File: src/rtl/recovery_redirect_unit_pkg.sv
// Shared types and helpers for the fetch-redirect producer and its lane picker.
package recovery_redirect_unit_pkg;
  localparam int ISSUE_WIDTH_D     = 2;
  localparam int PC_W              = 32;
  localparam int HIST_W            = 10;
  localparam int RAS_W             = 4;
  localparam int AGE_W             = 7;
  localparam int RECOVERY_CYCLES_D = 2;

  typedef enum logic {ST_IDLE, ST_RECOVER} rec_state_e;

  typedef struct packed {
    logic [PC_W-1:0]    pc;
    logic [HIST_W-1:0]  hist;
    logic [2*RAS_W-1:0] ras;
    logic [AGE_W-1:0]   age;
  } redirect_info_t;

  // Distance from the ROB head; the wrap bit makes the subtraction modular.
  function automatic logic [AGE_W-1:0] rel_age(input logic [AGE_W-1:0] age,
                                               input logic [AGE_W-1:0] head);
    return age - head;
  endfunction
endpackage

File: src/rtl/recovery_redirect_unit_if.sv
// Resolution/rename/interrupt inputs and redirect outputs of the recovery unit.
interface recovery_redirect_unit_if
  import recovery_redirect_unit_pkg::*;
  #(parameter int ISSUE_WIDTH = ISSUE_WIDTH_D);
  logic [AGE_W-1:0]               rob_head;
  logic [ISSUE_WIDTH-1:0]         br_valid;
  logic [ISSUE_WIDTH-1:0]         br_mispred;
  logic [ISSUE_WIDTH*AGE_W-1:0]   br_age;
  logic [ISSUE_WIDTH*PC_W-1:0]    br_target;
  logic [ISSUE_WIDTH*HIST_W-1:0]  br_hist;
  logic [ISSUE_WIDTH*2*RAS_W-1:0] br_ras;
  logic                           rn_valid;
  logic [PC_W-1:0]                rn_pc;
  logic [HIST_W-1:0]              rn_hist;
  logic [2*RAS_W-1:0]             rn_ras;
  logic                           irq_req;
  logic [PC_W-1:0]                irq_addr;
  logic                           to_recovery_phase;
  logic                           in_recovery;
  logic [PC_W-1:0]                recovered_pc;
  logic [HIST_W-1:0]              recovered_hist;
  logic [2*RAS_W-1:0]             recovered_ras;
  logic                           recover_from_rename;
  logic                           interrupt_addr_we;
  logic [PC_W-1:0]                interrupt_addr_out;
  logic                           irq_ack;
  logic [15:0]                    redirect_count;

  modport master (
    output rob_head, br_valid, br_mispred, br_age, br_target, br_hist, br_ras,
           rn_valid, rn_pc, rn_hist, rn_ras, irq_req, irq_addr,
    input  to_recovery_phase, in_recovery, recovered_pc, recovered_hist, recovered_ras,
           recover_from_rename, interrupt_addr_we, interrupt_addr_out, irq_ack, redirect_count
  );

  modport slave (
    input  rob_head, br_valid, br_mispred, br_age, br_target, br_hist, br_ras,
           rn_valid, rn_pc, rn_hist, rn_ras, irq_req, irq_addr,
    output to_recovery_phase, in_recovery, recovered_pc, recovered_hist, recovered_ras,
           recover_from_rename, interrupt_addr_we, interrupt_addr_out, irq_ack, redirect_count
  );
endinterface

File: src/rtl/recovery_redirect_unit_select.sv
// Combinational picker of the oldest mispredicting lane relative to the ROB head.
module oldest_mispred_select
  import recovery_redirect_unit_pkg::*;
  #(parameter int N     = ISSUE_WIDTH_D,
    parameter int IDX_W = (N > 1) ? $clog2(N) : 1)
  (
    input  logic [AGE_W-1:0]   i_rob_head,
    input  logic [N-1:0]       i_valid,
    input  logic [N-1:0]       i_mispred,
    input  logic [N*AGE_W-1:0] i_age,
    output logic               o_found,
    output logic [IDX_W-1:0]   o_idx,
    output logic [AGE_W-1:0]   o_age
  );
  logic [AGE_W-1:0] w_best_rel;
  logic [AGE_W-1:0] w_rel;

  always_comb begin
    o_found    = 1'b0;
    o_idx      = '0;
    o_age      = '0;
    w_best_rel = '0;
    w_rel      = '0;
    // Strict compare keeps the lower lane on a tie.
    for (int i = 0; i < N; i++) begin
      w_rel = rel_age(i_age[i*AGE_W +: AGE_W], i_rob_head);
      if (i_valid[i] && i_mispred[i] && (!o_found || (w_rel < w_best_rel))) begin
        o_found    = 1'b1;
        o_idx      = IDX_W'(i);
        o_age      = i_age[i*AGE_W +: AGE_W];
        w_best_rel = w_rel;
      end
    end
  end
endmodule

File: src/rtl/recovery_redirect_unit.sv
// Redirect producer: oldest-mispredict recovery FSM, rename redirects, interrupt vector writes.
module recovery_redirect_unit
  import recovery_redirect_unit_pkg::*;
  #(parameter int ISSUE_WIDTH     = ISSUE_WIDTH_D,
    parameter int RECOVERY_CYCLES = RECOVERY_CYCLES_D)
  (
    input logic clk,
    input logic rst,
    recovery_redirect_unit_if.slave bus
  );
  localparam int IDX_W = (ISSUE_WIDTH > 1) ? $clog2(ISSUE_WIDTH) : 1;
  localparam int CNT_W = (RECOVERY_CYCLES > 1) ? $clog2(RECOVERY_CYCLES) : 1;
  localparam logic [CNT_W-1:0] CNT_RELOAD = CNT_W'(RECOVERY_CYCLES - 1);

  rec_state_e       r_state, w_state_nxt;
  logic [CNT_W-1:0] r_cnt, w_cnt_nxt;
  redirect_info_t   r_info, w_info_nxt, w_cand;
  logic             r_age_vld, w_age_vld_nxt;
  logic             r_to_rec, w_to_rec_nxt;
  logic             r_rename, w_rename_nxt;
  logic             r_irq_we, w_irq_we_nxt;
  logic [PC_W-1:0]  r_irq_addr, w_irq_addr_nxt;
  logic [15:0]      r_count;
  logic             w_found, w_older, w_pulse;
  logic [IDX_W-1:0] w_idx;
  logic [AGE_W-1:0] w_sel_age;

  oldest_mispred_select #(.N(ISSUE_WIDTH)) u_select (
    .i_rob_head (bus.rob_head),
    .i_valid    (bus.br_valid),
    .i_mispred  (bus.br_mispred),
    .i_age      (bus.br_age),
    .o_found    (w_found),
    .o_idx      (w_idx),
    .o_age      (w_sel_age)
  );

  always_comb begin
    w_cand.pc   = bus.br_target[int'(w_idx)*PC_W +: PC_W];
    w_cand.hist = bus.br_hist[int'(w_idx)*HIST_W +: HIST_W];
    w_cand.ras  = bus.br_ras[int'(w_idx)*2*RAS_W +: 2*RAS_W];
    w_cand.age  = w_sel_age;
  end

  always_comb begin
    w_state_nxt    = r_state;
    w_cnt_nxt      = r_cnt;
    w_info_nxt     = r_info;
    w_age_vld_nxt  = r_age_vld;
    w_to_rec_nxt   = 1'b0;
    w_rename_nxt   = 1'b0;
    w_irq_we_nxt   = 1'b0;
    w_irq_addr_nxt = r_irq_addr;
    w_older        = !r_age_vld ||
                     (rel_age(w_sel_age, bus.rob_head) < rel_age(r_info.age, bus.rob_head));
    case (r_state)
      ST_IDLE: begin
        if (w_found) begin
          w_info_nxt    = w_cand;
          w_age_vld_nxt = 1'b1;
          w_to_rec_nxt  = 1'b1;
          w_cnt_nxt     = CNT_RELOAD;
          w_state_nxt   = ST_RECOVER;
        end else if (bus.rn_valid) begin
          w_info_nxt.pc   = bus.rn_pc;
          w_info_nxt.hist = bus.rn_hist;
          w_info_nxt.ras  = bus.rn_ras;
          w_rename_nxt    = 1'b1;
        end else if (bus.irq_req && !r_irq_we) begin
          // Requester still holds irq_req during the ack cycle; do not re-deliver.
          w_irq_we_nxt   = 1'b1;
          w_irq_addr_nxt = bus.irq_addr;
        end
      end
      ST_RECOVER: begin
        if (w_found && w_older) begin
          w_info_nxt    = w_cand;
          w_age_vld_nxt = 1'b1;
          w_to_rec_nxt  = 1'b1;
          w_cnt_nxt     = CNT_RELOAD;
        end else if (r_cnt == '0) begin
          w_state_nxt   = ST_IDLE;
          w_age_vld_nxt = 1'b0;
        end else begin
          w_cnt_nxt = r_cnt - 1'b1;
        end
      end
      default: w_state_nxt = ST_IDLE;
    endcase
  end

  always_ff @(posedge clk or negedge rst) begin
    if (!rst) begin
      r_state    <= ST_IDLE;
      r_cnt      <= '0;
      r_info     <= '0;
      r_age_vld  <= 1'b0;
      r_to_rec   <= 1'b0;
      r_rename   <= 1'b0;
      r_irq_we   <= 1'b0;
      r_irq_addr <= '0;
    end else begin
      r_state    <= w_state_nxt;
      r_cnt      <= w_cnt_nxt;
      r_info     <= w_info_nxt;
      r_age_vld  <= w_age_vld_nxt;
      r_to_rec   <= w_to_rec_nxt;
      r_rename   <= w_rename_nxt;
      r_irq_we   <= w_irq_we_nxt;
      r_irq_addr <= w_irq_addr_nxt;
    end
  end

  assign w_pulse = r_to_rec | r_rename | r_irq_we;

  always_ff @(posedge clk or negedge rst) begin
    if (!rst) begin
      r_count <= '0;
    end else if (w_pulse && (r_count != 16'hFFFF)) begin
      r_count <= r_count + 16'd1;
    end
  end

  assign bus.to_recovery_phase   = r_to_rec;
  assign bus.in_recovery         = (r_state == ST_RECOVER);
  assign bus.recovered_pc        = r_info.pc;
  assign bus.recovered_hist      = r_info.hist;
  assign bus.recovered_ras       = r_info.ras;
  assign bus.recover_from_rename = r_rename;
  assign bus.interrupt_addr_we   = r_irq_we;
  assign bus.irq_ack             = r_irq_we;
  assign bus.interrupt_addr_out  = r_irq_addr;
  assign bus.redirect_count      = r_count;
endmodule

File: src/flat_wrapper.sv
// flat-port wrapper written by rule: the top's interface ports become plain ports
module recovery_redirect_unit_flat import recovery_redirect_unit_pkg::*;
#(parameter int ISSUE_WIDTH     = ISSUE_WIDTH_D,
    parameter int RECOVERY_CYCLES = RECOVERY_CYCLES_D)
  (clk, rst, bus_rob_head, bus_br_valid, bus_br_mispred, bus_br_age, bus_br_target, bus_br_hist, bus_br_ras, bus_rn_valid, bus_rn_pc, bus_rn_hist, bus_rn_ras, bus_irq_req, bus_irq_addr, bus_to_recovery_phase, bus_in_recovery, bus_recovered_pc, bus_recovered_hist, bus_recovered_ras, bus_recover_from_rename, bus_interrupt_addr_we, bus_interrupt_addr_out, bus_irq_ack, bus_redirect_count);
  recovery_redirect_unit_if #(.ISSUE_WIDTH(ISSUE_WIDTH)) bus_i ();
  input logic clk;
  input logic rst;
  input wire logic [$bits(bus_i.rob_head)-1:0] bus_rob_head;
  input wire logic [$bits(bus_i.br_valid)-1:0] bus_br_valid;
  input wire logic [$bits(bus_i.br_mispred)-1:0] bus_br_mispred;
  input wire logic [$bits(bus_i.br_age)-1:0] bus_br_age;
  input wire logic [$bits(bus_i.br_target)-1:0] bus_br_target;
  input wire logic [$bits(bus_i.br_hist)-1:0] bus_br_hist;
  input wire logic [$bits(bus_i.br_ras)-1:0] bus_br_ras;
  input wire logic [$bits(bus_i.rn_valid)-1:0] bus_rn_valid;
  input wire logic [$bits(bus_i.rn_pc)-1:0] bus_rn_pc;
  input wire logic [$bits(bus_i.rn_hist)-1:0] bus_rn_hist;
  input wire logic [$bits(bus_i.rn_ras)-1:0] bus_rn_ras;
  input wire logic [$bits(bus_i.irq_req)-1:0] bus_irq_req;
  input wire logic [$bits(bus_i.irq_addr)-1:0] bus_irq_addr;
  output wire logic [$bits(bus_i.to_recovery_phase)-1:0] bus_to_recovery_phase;
  output wire logic [$bits(bus_i.in_recovery)-1:0] bus_in_recovery;
  output wire logic [$bits(bus_i.recovered_pc)-1:0] bus_recovered_pc;
  output wire logic [$bits(bus_i.recovered_hist)-1:0] bus_recovered_hist;
  output wire logic [$bits(bus_i.recovered_ras)-1:0] bus_recovered_ras;
  output wire logic [$bits(bus_i.recover_from_rename)-1:0] bus_recover_from_rename;
  output wire logic [$bits(bus_i.interrupt_addr_we)-1:0] bus_interrupt_addr_we;
  output wire logic [$bits(bus_i.interrupt_addr_out)-1:0] bus_interrupt_addr_out;
  output wire logic [$bits(bus_i.irq_ack)-1:0] bus_irq_ack;
  output wire logic [$bits(bus_i.redirect_count)-1:0] bus_redirect_count;
  assign bus_i.rob_head = bus_rob_head;
  assign bus_i.br_valid = bus_br_valid;
  assign bus_i.br_mispred = bus_br_mispred;
  assign bus_i.br_age = bus_br_age;
  assign bus_i.br_target = bus_br_target;
  assign bus_i.br_hist = bus_br_hist;
  assign bus_i.br_ras = bus_br_ras;
  assign bus_i.rn_valid = bus_rn_valid;
  assign bus_i.rn_pc = bus_rn_pc;
  assign bus_i.rn_hist = bus_rn_hist;
  assign bus_i.rn_ras = bus_rn_ras;
  assign bus_i.irq_req = bus_irq_req;
  assign bus_i.irq_addr = bus_irq_addr;
  assign bus_to_recovery_phase = bus_i.to_recovery_phase;
  assign bus_in_recovery = bus_i.in_recovery;
  assign bus_recovered_pc = bus_i.recovered_pc;
  assign bus_recovered_hist = bus_i.recovered_hist;
  assign bus_recovered_ras = bus_i.recovered_ras;
  assign bus_recover_from_rename = bus_i.recover_from_rename;
  assign bus_interrupt_addr_we = bus_i.interrupt_addr_we;
  assign bus_interrupt_addr_out = bus_i.interrupt_addr_out;
  assign bus_irq_ack = bus_i.irq_ack;
  assign bus_redirect_count = bus_i.redirect_count;
  recovery_redirect_unit #(.ISSUE_WIDTH(ISSUE_WIDTH), .RECOVERY_CYCLES(RECOVERY_CYCLES)) u_core (.clk(clk), .rst(rst), .bus(bus_i));
endmodule
File: config.mk
export PLATFORM = sky130hd
export DESIGN_NAME = recovery_redirect_unit_flat
export DESIGN_NICKNAME = d
export VERILOG_FILES = /design/src/rtl/recovery_redirect_unit_pkg.sv /design/src/rtl/recovery_redirect_unit_if.sv /design/src/rtl/recovery_redirect_unit_select.sv /design/src/rtl/recovery_redirect_unit.sv /design/src/flat_wrapper.sv
export SDC_FILE = /design/constraint.sdc
export NUM_CORES = 1
export LEC_CHECK = 0
export ABC_AREA = 1
export CORE_MARGIN = 2
export CORE_UTILIZATION = 30
export DETAILED_ROUTE_END_ITERATION = 7
export HOLD_SLACK_MARGIN = 0.1
export PLACE_DENSITY = 0.73
export SLEW_MARGIN = 40
export SYNTH_ARGS = -nofsm -noshare
export SYNTH_HDL_FRONTEND = slang
export SYNTH_SLANG_ARGS = --single-unit
File: constraint.sdc
create_clock -name clk -period 3.22 [get_ports clk]
set_input_delay 0.644 -clock clk [delete_from_list [all_inputs] [get_ports clk]]
set_output_delay 0.644 -clock clk [all_outputs]
set_load 0.01 [all_outputs]
==> flow_metrics.tcl <==
set metrics [dict create \
    grt_remaining_overflow 0 \
    fillers 2255 \
    placement_rows 57 \
    io_pins 314 \
    period_share_pct 162.1 \
    cp.arrival_ns 5.52 \
    dieWidth_um 162.1 \
    final_net_count 1624 \
    crit_path_max_fanout 8 \
    power.static_leakage_nw 5.778 \
    grt_setup_unrepaired "yes" \
    grt_first_pass_wirelength_mm 42.15 \
    drt_wl_total_mm 28.66 \
    grt_total_usage_pct 20.55 \
    number_of_buffers_created_by_cts 9 \
    finalCriticalPeriod_ns 5.221 \
    finClkSkew_ns 0.01126 \
    core_footprint_um2 24460 \
    final_hold_viol_count 0 \
    sequential_cell_area_um2 2778 \
    cts-root-to-sink-buffers 2 \
    clkSinkCount 111 \
    cpMaxStageDelayCell "fa_2" \
    clock_tree.htree_level_count 3 \
    num_vias 8140 \
    setup_total_negative_slack_ns -116.07 \
    worst-setup-path-type "primary input to flop" \
    initial_utilization_pct 30.66 \
    launching_point_of_the_worst_reg2reg_path "u_core.r_info[0]" \
    detail_route.first_pass.iterations 5 \
    dr.first_iter.drc_count 435 \
    worst_slack_ns -2.001 \
    gp_congestion 0.8863 \
    timing.max_slew.rel_slack_pct 55.83 \
    total_of_endpoints_with_negative_setup_slack_in_the_final_report 61 \
    violations_in_the_final_reports "setup timing" \
    placement_stage_worst_setup_slack_ns -2.900 \
    mostFrequentLayoutCells "335 x nand2_1, 299 x clkdlybuf4s50_1, 121 x nand3_1, 111 x dfrtp_1, 82 x buf_4" \
    design.die.area_um2 26280 \
    cts_clock_pin_slew_for_the_worst_setup_and_hold_paths_ns 0.08 \
    syn-num-nets 1296 \
    synthCells 1044 \
    grt_pass1_vias 7996 \
    insertion_delay_ns 0.36 \
    origin_of_the_worst_setup_path "bus_br_age[7]" \
    power.density_cell_area_nw_per_um2 765.6 \
    grt_antenna_before_repair 1 \
    drc_errors 0 \
    run_status "complete, but fails checks" \
    drt.antenna.violating_nets 0 \
    top_achievable_clock_speed_mhz 191.5 \
    crit_path_max_incr_delay_ns 0.40 \
    die-height_um 162.1 \
    path_category_of_the_worst_min_delay_check "primary input to async pin" \
    timing.critical_path.from_type "primary input" \
    synthDistinctLibCells 29 \
    post_drt_wl_per_cell_um 16.84 \
    synthesized_area_divided_by_synthesized_cell_count_um2 7.185 \
    power.total_w 0.009507 \
    required_ns 3.52 \
    clk_root_buffer_cell "clkbuf_16" \
    final_layout_size_suffix_gt1_share_pct 21.79 \
    postCtsHoldBufs 0 \
    ys.warnings.count 0 \
    ir_drop_v 0.0004385 \
    grt_max_degree 74 \
    synth_seq_cells 111 \
    cts_tree "yes" \
    synthesized_area_um2 7501 \
    timing.critical_path.mode_cell "nand2_2" \
    number_of_port_buffers 313 \
    critical_path.endpoint_type "flop" \
    final-max-slew-violation-count 0 \
    layout.cells.most_common "nand2_1" \
    detail_route.vias_per_cell 4.783 \
    timing.max_cap.violations 0 \
    synth_sequential_area_ratio_pct 37.03 \
    transition_at_the_pin_with_the_smallest_max_transition_slack_ns 0.6625 \
    area_growth_syn_to_layout_pct 65.56 \
    area_occupied_by_multi_input_gates_um2 4626 \
    hpwl_after_detailed_placement_mm 19.20 \
]
-- state kept, by name (all words and copies together), names as in the netlist --
register,cells
u_core.bus.in_recovery,1
u_core.bus.interrupt_addr_out,32
u_core.bus.interrupt_addr_we,1
u_core.bus.recover_from_rename,1
u_core.bus.recovered_hist,10
u_core.bus.recovered_pc,32
u_core.bus.recovered_ras,8
u_core.bus.redirect_count,16
u_core.bus.to_recovery_phase,1
u_core.r_age_vld,1
u_core.r_cnt,1
u_core.r_info,7
-- metal layers --
layer | GRT usage [%] | wire (µm) | vias to the layer above | share of wire, %
li1 | - | - | 3978 | -
met1 | 24.72 | 11780 | 3775 | 41
met2 | 36.62 | 14300 | 330 | 50
met3 | 4.111 | 1747 | 57 | 6.1
met4 | 6.919 | 835 | 0 | 2.9
met5 | 0 | 0 | - | 0
-- logic make-up after synthesis --
logic type | count (synthesis) | share of synthesized area, %
AO/OA/AOI/OAI | 95 | 6.489
AND/OR/NAND/NOR | 608 | 33.88
flip-flops | 111 | 37.03
buffers and inverters | 159 | 11.86
adder cells (fa/ha/maj) | 41 | 7.239
XOR/XNOR | 30 | 3.503
-- final cells by class --
type / count / share of cell area, %
multi-input cells: 781 / 37.25
flip-flops and latches: 111 / 22.37
repair buffers: 414 / 32.94
inverters: 55 / 1.763
clock inverters: 7 / 0.5844
diodes: 1 / 0.02015
clock buffers: 9 / 1.814
well taps: 324 / 3.264
-- worst max-delay path, delay by kind of cell --
| family | cells | cell delay (ns) |
|---|---|---|
| AND/OR/NAND/NOR | 19 | 1.57 |
| adder cells (fa/ha/maj) | 5 | 1.24 |
| XOR/XNOR | 2 | 0.34 |
| AO/OA/AOI/OAI | 7 | 1.05 |
| buffers and inverters | 6 | 0.66 |
-- final timing paths --
check                                          endpoint  depth (start not counted)  slack (ns)
max                        u_core.bus.recovered_hist[7]                         39       -2.00
min                        u_core.bus.recovered_hist[6]                          1        0.30
max reg2reg                u_core.bus.recovered_hist[7]                         20       -0.26
min reg2reg                 u_core.bus.recovered_ras[4]                          2        0.47
max in group asynchronous   u_core.bus.recovered_pc[13]                          2        2.13
min in group clk            u_core.bus.recovered_ras[4]                          2        0.47
-- where the power goes --
part           switching (W)  leakage (nW)  internal [W]
Sequential          0.000418          1.39       0.00202
Combinational        0.00301          4.24       0.00293
Clock               0.000579         0.149      0.000554
Total                0.00400          5.78       0.00550
-- cell usage after synthesis --
library cell | instances | area [µm²]
nand4_1 | 6 | 37.54
o21ai_1 | 1 | 5.000
dfrtp_1 | 111 | 2778
nand3_2 | 1 | 10.01
nor3_1 | 7 | 35.03
buf_4 | 56 | 420.4
inv_1 | 55 | 206.5
nand3_1 | 125 | 625.6
buf_2 | 18 | 90.09
nand2_1 | 383 | 1438
nand2_2 | 4 | 25.02
ha_1 | 37 | 462.9
nor2_1 | 64 | 240.2
nor4_1 | 1 | 6.260
o21a_1 | 1 | 7.510
a31oi_1 | 1 | 6.260
clkbuf_1 | 22 | 82.58
nor3b_1 | 1 | 7.510
fa_1 | 4 | 80.08
xor2_1 | 17 | 148.9
nor2_2 | 2 | 12.51
a21oi_1 | 72 | 360.4
and2_1 | 5 | 31.28
o21ai_0 | 17 | 85.08
a21o_1 | 3 | 22.52
buf_6 | 8 | 90.09
nand4_2 | 1 | 12.51
nand3b_1 | 8 | 60.06
xnor2_1 | 13 | 113.9
-- repair_timing --
action,in CTS,in global routing
gates resized for setup,86,143
pin swaps,42,68
cloned,8,6
endpoints found under the setup margin,61,61
setup buffers,17,15
-- metrics by stage --
step                      hold slack [ns]  cells  instance area (µm²)  util [%]
after floorplan                    0.3484   1044                 7579         -
after global placement             0.4529   1640                10930     44.67
after detailed placement           0.4580   1640                10930     44.67
after CTS                          0.3293   1681                11700     47.83
after global routing               0.3460   1702                12420     50.76
final                              0.3045   1702                12420     50.76
No activity file was read; power rests on OpenSTA's default activity.
